**config.mk**
```make
export PLATFORM = sky130hd
export DESIGN_NAME = l1_mshr_file
export DESIGN_NICKNAME = d
export VERILOG_FILES = /design/src/rtl/l1_mshr_pkg.sv /design/src/rtl/l1_mshr_target_list.sv /design/src/rtl/l1_mshr_file.sv
export SDC_FILE = /design/constraint.sdc
export NUM_CORES = 2
export LEC_CHECK = 0
export ABC_AREA = 1
export BUFFER_PORTS_ARGS = -buffer_cell sky130_fd_sc_hd__buf_4
export CAP_MARGIN = 20
export CORE_UTILIZATION = 52
export CTS_CLUSTER_DIAMETER = 30
export DETAILED_ROUTE_END_ITERATION = 7
export GPL_TIMING_DRIVEN = 0
export PLACE_DENSITY_LB_ADDON = 0.15
export SYNTH_ARGS = -nofsm -noshare
export SYNTH_HDL_FRONTEND = slang
export SYNTH_SLANG_ARGS = --single-unit
```
**constraint.sdc**
```tcl
create_clock -name clk -period 3.95 [get_ports clk]
set_input_delay 0.1975 -clock clk [delete_from_list [all_inputs] [get_ports clk]]
set_output_delay 0.1975 -clock clk [all_outputs]
set_load 0.05 [all_outputs]
```
**src/rtl/l1_mshr_pkg.sv**
```systemverilog
`default_nettype none
// ============================================================================
// Module      : l1_mshr_pkg
// Description : Shared types for the L1 miss-status holding register file.
// Revision    : 1.0 - initial release
// ============================================================================
package l1_mshr_pkg;

    localparam int c_DEF_LINE_BITS    = 5;
    localparam int c_DEF_DATA_WIDTH   = 32;
    localparam int c_DEF_CREG_ID_BITS = 4;

    typedef enum logic [1:0] {
        FREE = 2'd0,
        PEND = 2'd1,
        WAIT = 2'd2,
        FILL = 2'd3
    } entry_state_e;

    typedef enum logic [0:0] {
        R_IDLE   = 1'b0,
        R_REPLAY = 1'b1
    } replay_state_e;

    // Default-width target record; the top re-declares it at its own widths.
    typedef struct packed {
        logic [c_DEF_LINE_BITS-1:0]    offset;
        logic                          rw;
        logic [c_DEF_DATA_WIDTH-1:0]   data;
        logic [c_DEF_CREG_ID_BITS-1:0] id;
    } mshr_target_t;

endpackage
`default_nettype wire

```
**src/rtl/l1_mshr_target_list.sv**
```systemverilog
`default_nettype none
// ============================================================================
// Module      : l1_mshr_target_list
// Description : Append-only list of merged requests for one MSHR entry.
// Revision    : 1.0 - initial release
// ============================================================================
module l1_mshr_target_list
    import l1_mshr_pkg::*;
#(
    parameter int  TARGETS  = 4,
    parameter type target_t = mshr_target_t
) (
    input  logic    clk,
    input  logic    reset,
    input  logic    push,
    input  target_t push_data,
    input  logic    pop,
    input  logic    clear,
    output target_t head,
    output logic    first,
    output logic    last,
    output logic    full
);
    localparam int c_CNT_W = $clog2(TARGETS + 1);
    localparam int c_PTR_W = (TARGETS > 1) ? $clog2(TARGETS) : 1;

    target_t              r_mem [TARGETS];
    logic [c_CNT_W-1:0]   r_count;
    logic [c_PTR_W-1:0]   r_ptr;

    assign head  = r_mem[r_ptr];
    assign first = (r_ptr == '0);
    assign last  = ((c_CNT_W'(r_ptr) + c_CNT_W'(1)) == r_count);
    assign full  = (r_count == c_CNT_W'(TARGETS));

    always_ff @(posedge clk) begin
        if (reset || clear) begin
            r_count <= '0;
            r_ptr   <= '0;
        end else begin
            if (push && !full) begin
                r_count <= r_count + 1'b1;
            end
            if (pop) begin
                r_ptr <= r_ptr + 1'b1;
            end
        end
    end

    always_ff @(posedge clk) begin
        if (push && !full) begin
            r_mem[r_count[c_PTR_W-1:0]] <= push_data;
        end
    end

endmodule
`default_nettype wire

```
**src/rtl/l1_mshr_file.sv**
```systemverilog
`default_nettype none
// ============================================================================
// Module      : l1_mshr_file
// Description : Non-blocking L1D MSHR file: merge, L2 issue, in-order replay.
// Revision    : 1.0 - initial release
// ============================================================================
module l1_mshr_file
    import l1_mshr_pkg::*;
#(
    parameter int ADDR_WIDTH   = 32,
    parameter int LINE_BITS    = 5,
    parameter int DATA_WIDTH   = 32,
    parameter int WORDS        = 8,
    parameter int CREG_ID_BITS = 4,
    parameter int ENTRIES      = 4,
    parameter int MSHR_ID_BITS = 2,
    parameter int TARGETS      = 4
) (
    input  logic                        clk,
    input  logic                        reset,
    input  logic                        miss_valid,
    input  logic [ADDR_WIDTH-1:0]       miss_addr,
    input  logic                        miss_rw,
    input  logic [DATA_WIDTH-1:0]       miss_data,
    input  logic [CREG_ID_BITS-1:0]     miss_id,
    output logic                        miss_ready,
    output logic                        l2_req_valid,
    output logic [ADDR_WIDTH-1:0]       l2_req_addr,
    output logic [MSHR_ID_BITS-1:0]     l2_req_id,
    input  logic                        l2_req_ready,
    input  logic                        l2_resp_valid,
    input  logic [MSHR_ID_BITS-1:0]     l2_resp_id,
    input  logic [DATA_WIDTH*WORDS-1:0] l2_resp_data,
    output logic                        l2_resp_ready,
    output logic                        rep_valid,
    output logic [ADDR_WIDTH-1:0]       rep_addr,
    output logic                        rep_rw,
    output logic [DATA_WIDTH-1:0]       rep_data,
    output logic [CREG_ID_BITS-1:0]     rep_id,
    output logic [DATA_WIDTH*WORDS-1:0] rep_line,
    output logic                        rep_first,
    output logic                        rep_last,
    input  logic                        rep_ready,
    output logic                        full,
    output logic                        empty,
    output logic                        resp_err
);
    localparam int c_TAG_W  = ADDR_WIDTH - LINE_BITS;
    localparam int c_LINE_W = DATA_WIDTH * WORDS;

    typedef struct packed {
        logic [LINE_BITS-1:0]    offset;
        logic                    rw;
        logic [DATA_WIDTH-1:0]   data;
        logic [CREG_ID_BITS-1:0] id;
    } tgt_rec_t;

    entry_state_e              r_state     [ENTRIES];
    entry_state_e              w_state_nxt [ENTRIES];
    logic [c_TAG_W-1:0]        r_line      [ENTRIES];
    tgt_rec_t                  w_head      [ENTRIES];
    replay_state_e             r_rstate, w_rstate_nxt;
    logic [MSHR_ID_BITS-1:0]   r_rep_idx;
    logic [c_LINE_W-1:0]       r_fill_line;
    logic                      r_req_valid;
    logic [ADDR_WIDTH-1:0]     r_req_addr;
    logic [MSHR_ID_BITS-1:0]   r_req_id;
    logic                      r_full, r_empty, r_resp_err;

    logic [c_TAG_W-1:0]        w_miss_line, w_sel_line;
    logic [ENTRIES-1:0]        w_match, w_push, w_pop, w_clear, w_tfull, w_first, w_last;
    tgt_rec_t                  w_new_tgt;
    logic                      w_hit, w_accept, w_alloc, w_sel_valid;
    logic [MSHR_ID_BITS-1:0]   w_hit_idx, w_free_idx, w_tgt_idx, w_sel_idx;
    logic                      w_req_hs, w_resp_acc, w_resp_ok, w_rep_fire, w_rep_done;
    logic                      w_full_nxt, w_empty_nxt;

    assign w_miss_line = miss_addr[ADDR_WIDTH-1:LINE_BITS];
    assign w_new_tgt   = '{offset: miss_addr[LINE_BITS-1:0], rw: miss_rw,
                           data: miss_data, id: miss_id};

    for (genvar gi = 0; gi < ENTRIES; gi++) begin : g_entry
        assign w_match[gi] = (r_state[gi] != FREE) && (r_line[gi] == w_miss_line);
        assign w_push[gi]  = w_accept   && (w_tgt_idx == MSHR_ID_BITS'(gi));
        assign w_pop[gi]   = w_rep_fire && (r_rep_idx == MSHR_ID_BITS'(gi));
        assign w_clear[gi] = w_rep_done && (r_rep_idx == MSHR_ID_BITS'(gi));

        l1_mshr_target_list #(
            .TARGETS  (TARGETS),
            .target_t (tgt_rec_t)
        ) u_tlist (
            .clk       (clk),
            .reset     (reset),
            .push      (w_push[gi]),
            .push_data (w_new_tgt),
            .pop       (w_pop[gi]),
            .clear     (w_clear[gi]),
            .head      (w_head[gi]),
            .first     (w_first[gi]),
            .last      (w_last[gi]),
            .full      (w_tfull[gi])
        );
    end

    // At most one entry can match a line, so the encoder only needs priority for FREE.
    always_comb begin
        w_hit      = 1'b0;
        w_hit_idx  = '0;
        w_free_idx = '0;
        for (int i = ENTRIES - 1; i >= 0; i--) begin
            if (w_match[i]) begin
                w_hit     = 1'b1;
                w_hit_idx = MSHR_ID_BITS'(i);
            end
            if (r_state[i] == FREE) begin
                w_free_idx = MSHR_ID_BITS'(i);
            end
        end
    end

    always_comb begin
        if (w_hit) begin
            miss_ready = ((r_state[w_hit_idx] == PEND) || (r_state[w_hit_idx] == WAIT))
                         && !w_tfull[w_hit_idx];
        end else begin
            miss_ready = !r_full;
        end
    end

    assign w_accept   = miss_valid && miss_ready;
    assign w_alloc    = w_accept && !w_hit;
    assign w_tgt_idx  = w_hit ? w_hit_idx : w_free_idx;
    assign w_req_hs   = r_req_valid && l2_req_ready;
    assign w_resp_acc = l2_resp_valid && l2_resp_ready;
    assign w_resp_ok  = w_resp_acc && (r_state[l2_resp_id] == WAIT);
    assign w_rep_fire = rep_valid && rep_ready;
    assign w_rep_done = w_rep_fire && w_last[r_rep_idx];

    always_comb begin
        for (int i = 0; i < ENTRIES; i++) begin
            w_state_nxt[i] = r_state[i];
            case (r_state[i])
                FREE: if (w_alloc && (w_free_idx == MSHR_ID_BITS'(i)))     w_state_nxt[i] = PEND;
                PEND: if (w_req_hs && (r_req_id == MSHR_ID_BITS'(i)))      w_state_nxt[i] = WAIT;
                WAIT: if (w_resp_ok && (l2_resp_id == MSHR_ID_BITS'(i)))   w_state_nxt[i] = FILL;
                FILL: if (w_rep_done && (r_rep_idx == MSHR_ID_BITS'(i)))   w_state_nxt[i] = FREE;
                default: w_state_nxt[i] = r_state[i];
            endcase
        end
    end

    // Selecting from next-state lets a fresh allocation issue one cycle later
    // and drops the entry whose request is handshaking now.
    always_comb begin
        w_sel_valid = 1'b0;
        w_sel_idx   = '0;
        w_sel_line  = '0;
        w_full_nxt  = 1'b1;
        w_empty_nxt = 1'b1;
        for (int i = ENTRIES - 1; i >= 0; i--) begin
            if (w_state_nxt[i] == PEND) begin
                w_sel_valid = 1'b1;
                w_sel_idx   = MSHR_ID_BITS'(i);
                w_sel_line  = (w_alloc && (w_free_idx == MSHR_ID_BITS'(i))) ? w_miss_line
                                                                             : r_line[i];
            end
            if (w_state_nxt[i] == FREE) begin
                w_full_nxt = 1'b0;
            end else begin
                w_empty_nxt = 1'b0;
            end
        end
    end

    always_ff @(posedge clk) begin
        if (reset) begin
            for (int i = 0; i < ENTRIES; i++) begin
                r_state[i] <= FREE;
            end
            r_full      <= 1'b0;
            r_empty     <= 1'b1;
            r_req_valid <= 1'b0;
            r_req_addr  <= '0;
            r_req_id    <= '0;
        end else begin
            for (int i = 0; i < ENTRIES; i++) begin
                r_state[i] <= w_state_nxt[i];
            end
            r_full  <= w_full_nxt;
            r_empty <= w_empty_nxt;
            if (!r_req_valid || l2_req_ready) begin
                r_req_valid <= w_sel_valid;
                r_req_id    <= w_sel_idx;
                r_req_addr  <= {w_sel_line, {LINE_BITS{1'b0}}};
            end
        end
    end

    always_ff @(posedge clk) begin
        if (w_alloc) begin
            r_line[w_free_idx] <= w_miss_line;
        end
    end

    always_ff @(posedge clk) begin
        if (reset) begin
            r_rep_idx   <= '0;
            r_fill_line <= '0;
            r_resp_err  <= 1'b0;
        end else begin
            if (w_resp_ok) begin
                r_rep_idx   <= l2_resp_id;
                r_fill_line <= l2_resp_data;
            end
            if (w_resp_acc && !w_resp_ok) begin
                r_resp_err <= 1'b1;
            end
        end
    end

    // Replay FSM: state register / next-state / outputs
    always_ff @(posedge clk) begin
        if (reset) begin
            r_rstate <= R_IDLE;
        end else begin
            r_rstate <= w_rstate_nxt;
        end
    end

    always_comb begin
        w_rstate_nxt = r_rstate;
        case (r_rstate)
            R_IDLE:   if (w_resp_ok)  w_rstate_nxt = R_REPLAY;
            R_REPLAY: if (w_rep_done) w_rstate_nxt = R_IDLE;
            default:  w_rstate_nxt = R_IDLE;
        endcase
    end

    always_comb begin
        l2_resp_ready = 1'b0;
        rep_valid     = 1'b0;
        rep_addr      = '0;
        rep_rw        = 1'b0;
        rep_data      = '0;
        rep_id        = '0;
        rep_line      = '0;
        rep_first     = 1'b0;
        rep_last      = 1'b0;
        case (r_rstate)
            R_IDLE: l2_resp_ready = 1'b1;
            R_REPLAY: begin
                rep_valid = 1'b1;
                rep_addr  = {r_line[r_rep_idx], w_head[r_rep_idx].offset};
                rep_rw    = w_head[r_rep_idx].rw;
                rep_data  = w_head[r_rep_idx].data;
                rep_id    = w_head[r_rep_idx].id;
                rep_line  = r_fill_line;
                rep_first = w_first[r_rep_idx];
                rep_last  = w_last[r_rep_idx];
            end
            default: ;
        endcase
    end

    assign l2_req_valid = r_req_valid;
    assign l2_req_addr  = r_req_addr;
    assign l2_req_id    = r_req_id;
    assign full         = r_full;
    assign empty        = r_empty;
    assign resp_err     = r_resp_err;

endmodule
`default_nettype wire
```
==> summary.txt <==
Yosys cell types - 43
H-tree levels - 4
Asr flop ratio synth - 0%
Total Nets Final - 7093
Clock slew at reported path FFs - 0.05 ns
Combinational share of power - 8.0%
Layout cells sized above 1 - 18.37%
Worst min path class - in -> reg
Max transition margin - 30.32%
Vias - 48850
Post-synth EDFFs - 780
First-pass GRT wire length - 323700 microns
DRC - 7
Worst hold stages - 2
Total power - 34700 uW
Count of input and output buffers - 694
Final Critical Period - 3.966 ns
Sink Count - 1110
Sw frac - 24.67%
Post-Syn Instances - 5441
Multi-input logic area - 15980 sq um
Pwr Density - 510.4 nW/um^2
Congestion Overflow GR - 0
Crit Path Max Fanout - 10
Setup crit start kind - register
Final setup fails - 1
RD Place Congestion - 1.063
Clock power frac - 54.7%
Fin area - 67980 sq um
Maxcap violations - 0
CTS tree - built
P_int - 26140 uW
Fillcell total - 6693
Vias in the first global route - 45890
Drt pass-1 iters - 8
Reg area - 30030 sq um
Drt total wl - 234400 microns
Share of Yosys cell area claimed by the top area cell type - 47.72%
CP arrival - 3.77 ns
Avg Cell Area, Syn - 9.021 sq um
Endpoints failing hold - 0
Vias per cell - 5.938
Standard-cell row count - 112
DIE AREA - 95630 sq um
Io pins - 701
Power share of the sequential group - 37.3%
Failing checks - DRC, setup timing
Reg-to-Reg Start - r_line[1][12]
Place WS - -0.2521 ns
Detailed placer's ending HPWL - 161700 microns
Post-synthesis sequential area ratio - 61.18%
Total GRT Usage - 48.17%
Die Y - 309.2 microns
RSZ-0062 raised after global routing - false
Area delta synth->final - 38.49%
Routed WL per cell - 28.50 microns
CTS Buf Count - 214
P_leak - 0.02809 uW
Yosys reg bits - 1110
DR iter-0 viols - 7705
Worst Skew - 0.06419 ns
Syn Std Cell Area - 49090 sq um
Core ar. - 93470 sq um
FF-to-FF path depth - 12
Setup_tns - -0.01612 ns
Chip width - 309.2 microns
Worst IR drop on VDD - 0.0005241 V
Clk buf depth - 3
Worst setup margin - -0.01612 ns
Fmax - 252.1 MHz
Initial antenna violation count - 50
Post-DP Area - 56510 sq um
Root buffer cell - clkbuf_16
Final slew viol count - 0
Worst Max-Slew Pin Slew - 1.041 ns
Largest net degree at the start of global routing - 30
Setup crit end kind - primary output
Setup CP Type - reg -> out
Clock Latency Late Sink - 0.84 ns
Area contributors post-synth - edfxtp_1 48%, dfxtp_1 13%, nand2_1 11%
WP data required - 3.75 ns
Yosys warnings - 0
Psw - 8560 uW
Yosys top cell by area - edfxtp_1
Post-route ant nets - 0
Initial Utilization - 52.52%
Post-synth top flop - edfxtp_1
Fin crit share - 100.4%
Hold path startpoint - miss_addr[27]
Outcome - complete, but fails checks
routing by layer:
| layer | global-route usage (%) | vias to the layer above | part of all wire (%) |
|---|---|---|---|
| li1 | - | 20860 | - |
| met1 | 57.37 | 22840 | 34 |
| met2 | 69.99 | 3993 | 43 |
| met3 | 20.19 | 1103 | 14 |
| met4 | 33.74 | 48 | 8.3 |
| met5 | 5.561 | - | 0.37 |
through the flow:
step,util [%],cells,hold WS (ns)
after floorplan,-,5445,0.2964
after global placement,59.79,7393,0.4103
after global routing,72.67,8205,0.1627
final,72.73,8226,0.1540
after CTS,72.47,8180,0.1326
after detailed placement,60.46,7420,0.4099
area by class of cell:
type / instances / share of cell area [%]
tap: 1254 / 2.308
inverter: 513 / 2.857
timing repair buffer: 1080 / 13.70
buffer: 330 / 2.115
sequential: 1110 / 44.17
multi-input combinational: 3487 / 23.51
clock buffer: 249 / 8.339
antenna: 46 / 0.1693
clock inverter: 157 / 2.831
cell families after synthesis:
kind of cell,count (synthesis),share of synthesized area (%)
AOI/OAI and AO/OA,1186,12.96
DFF,1110,61.18
adders and majority gates,24,0.6118
buffers and inverters,848,6.801
other,1,0.007640
and+or+nand+nor,2224,17.59
xor gates and xnor gates,48,0.8565
registers in the layout, summed over array words and instances, names as in the netlist, named ones only:
name / flops
r_rstate: 1
empty: 1
r_line: 108
r_state: 8
l2_req_addr: 27
g_entry.u_tlist.r_ptr: 8
g_entry.u_tlist.r_count: 12
g_entry.u_tlist.r_mem: 672
r_rep_idx: 2
r_fill_line: 256
l2_req_valid: 1
full: 1
resp_err: 1
l2_req_id: 2
power groups by stage:
stage                     combinational, uW  sequential (uW)  clock, uW
after floorplan                         990            13300          0
after global placement                 2230            13200          0
after detailed placement               2300            13200          0
after CTS                              2640            12900      18800
after global routing                   2870            13000      19400
final                                  2780            13000      19000
placed cells by master, fill, tap and decap left out, types with 13 or more instances in the layout:
master	n
edfxtp_1	780
xnor2_1	31
diode_2	46
nor2_1	629
clkinv_2	44
clkinv_1	22
buf_4	732
nand2_1	1417
clkbuf_2	26
clkbuf_16	216
bufinv_16	32
buf_12	19
inv_6	13
dlygate4sd3_1	341
nand3_1	72
clkbuf_8	14
clkbuf_1	251
nor2_4	14
a41oi_1	31
ha_1	24
nor3_1	42
nand4_1	26
buf_2	31
o21ai_0	504
inv_1	479
inv_2	29
o22ai_1	172
clkinvlp_4	25
a21oi_1	449
dfxtp_1	330
final timing paths:
path / to / slack [ns]
worst max-delay path: rep_rw / -0.02
worst min-delay path: r_line[0][22] / 0.15
worst max register to register: g_entry[1].u_tlist.r_mem[0][15] / 0.02
worst min register to register: r_fill_line[244] / 0.46
repair_timing:
item / CTS / global route
endpoints found under the setup margin: 276 / 176
hold buffers: 341 / 0
endpoints found under the hold margin: 1076 / 0
pin swaps: 9 / 1
gates resized for setup: 42 / 21
buffers inserted: 14 / 2
critical path: stages (launching register included):
cell and delay (ns):
dfxtp_1 0.46, clkbuf_2 0.38, inv_1 0.20, buf_2 0.37, clkbuf_4 0.39, nor2_1 0.07, o22ai_1 0.17, nand2_1 0.07
a41oi_1 0.52, buf_4 0.30
Yosys cell counts (all sizes together), types with 3 or more instances:
cell type	n
xnor2	36
xor2	12
inv	509
nand2	1421
nor3	43
a21oi	449
clkinv	4
o22ai	172
nor2	651
buf	68
o211ai	4
nand3	74
ha	24
o21ai	511
clkbuf	267
nand4	26
o41ai	3
dfxtp	330
and3	3
edfxtp	780
a41oi	42
(Power assumes the default switching activity.)
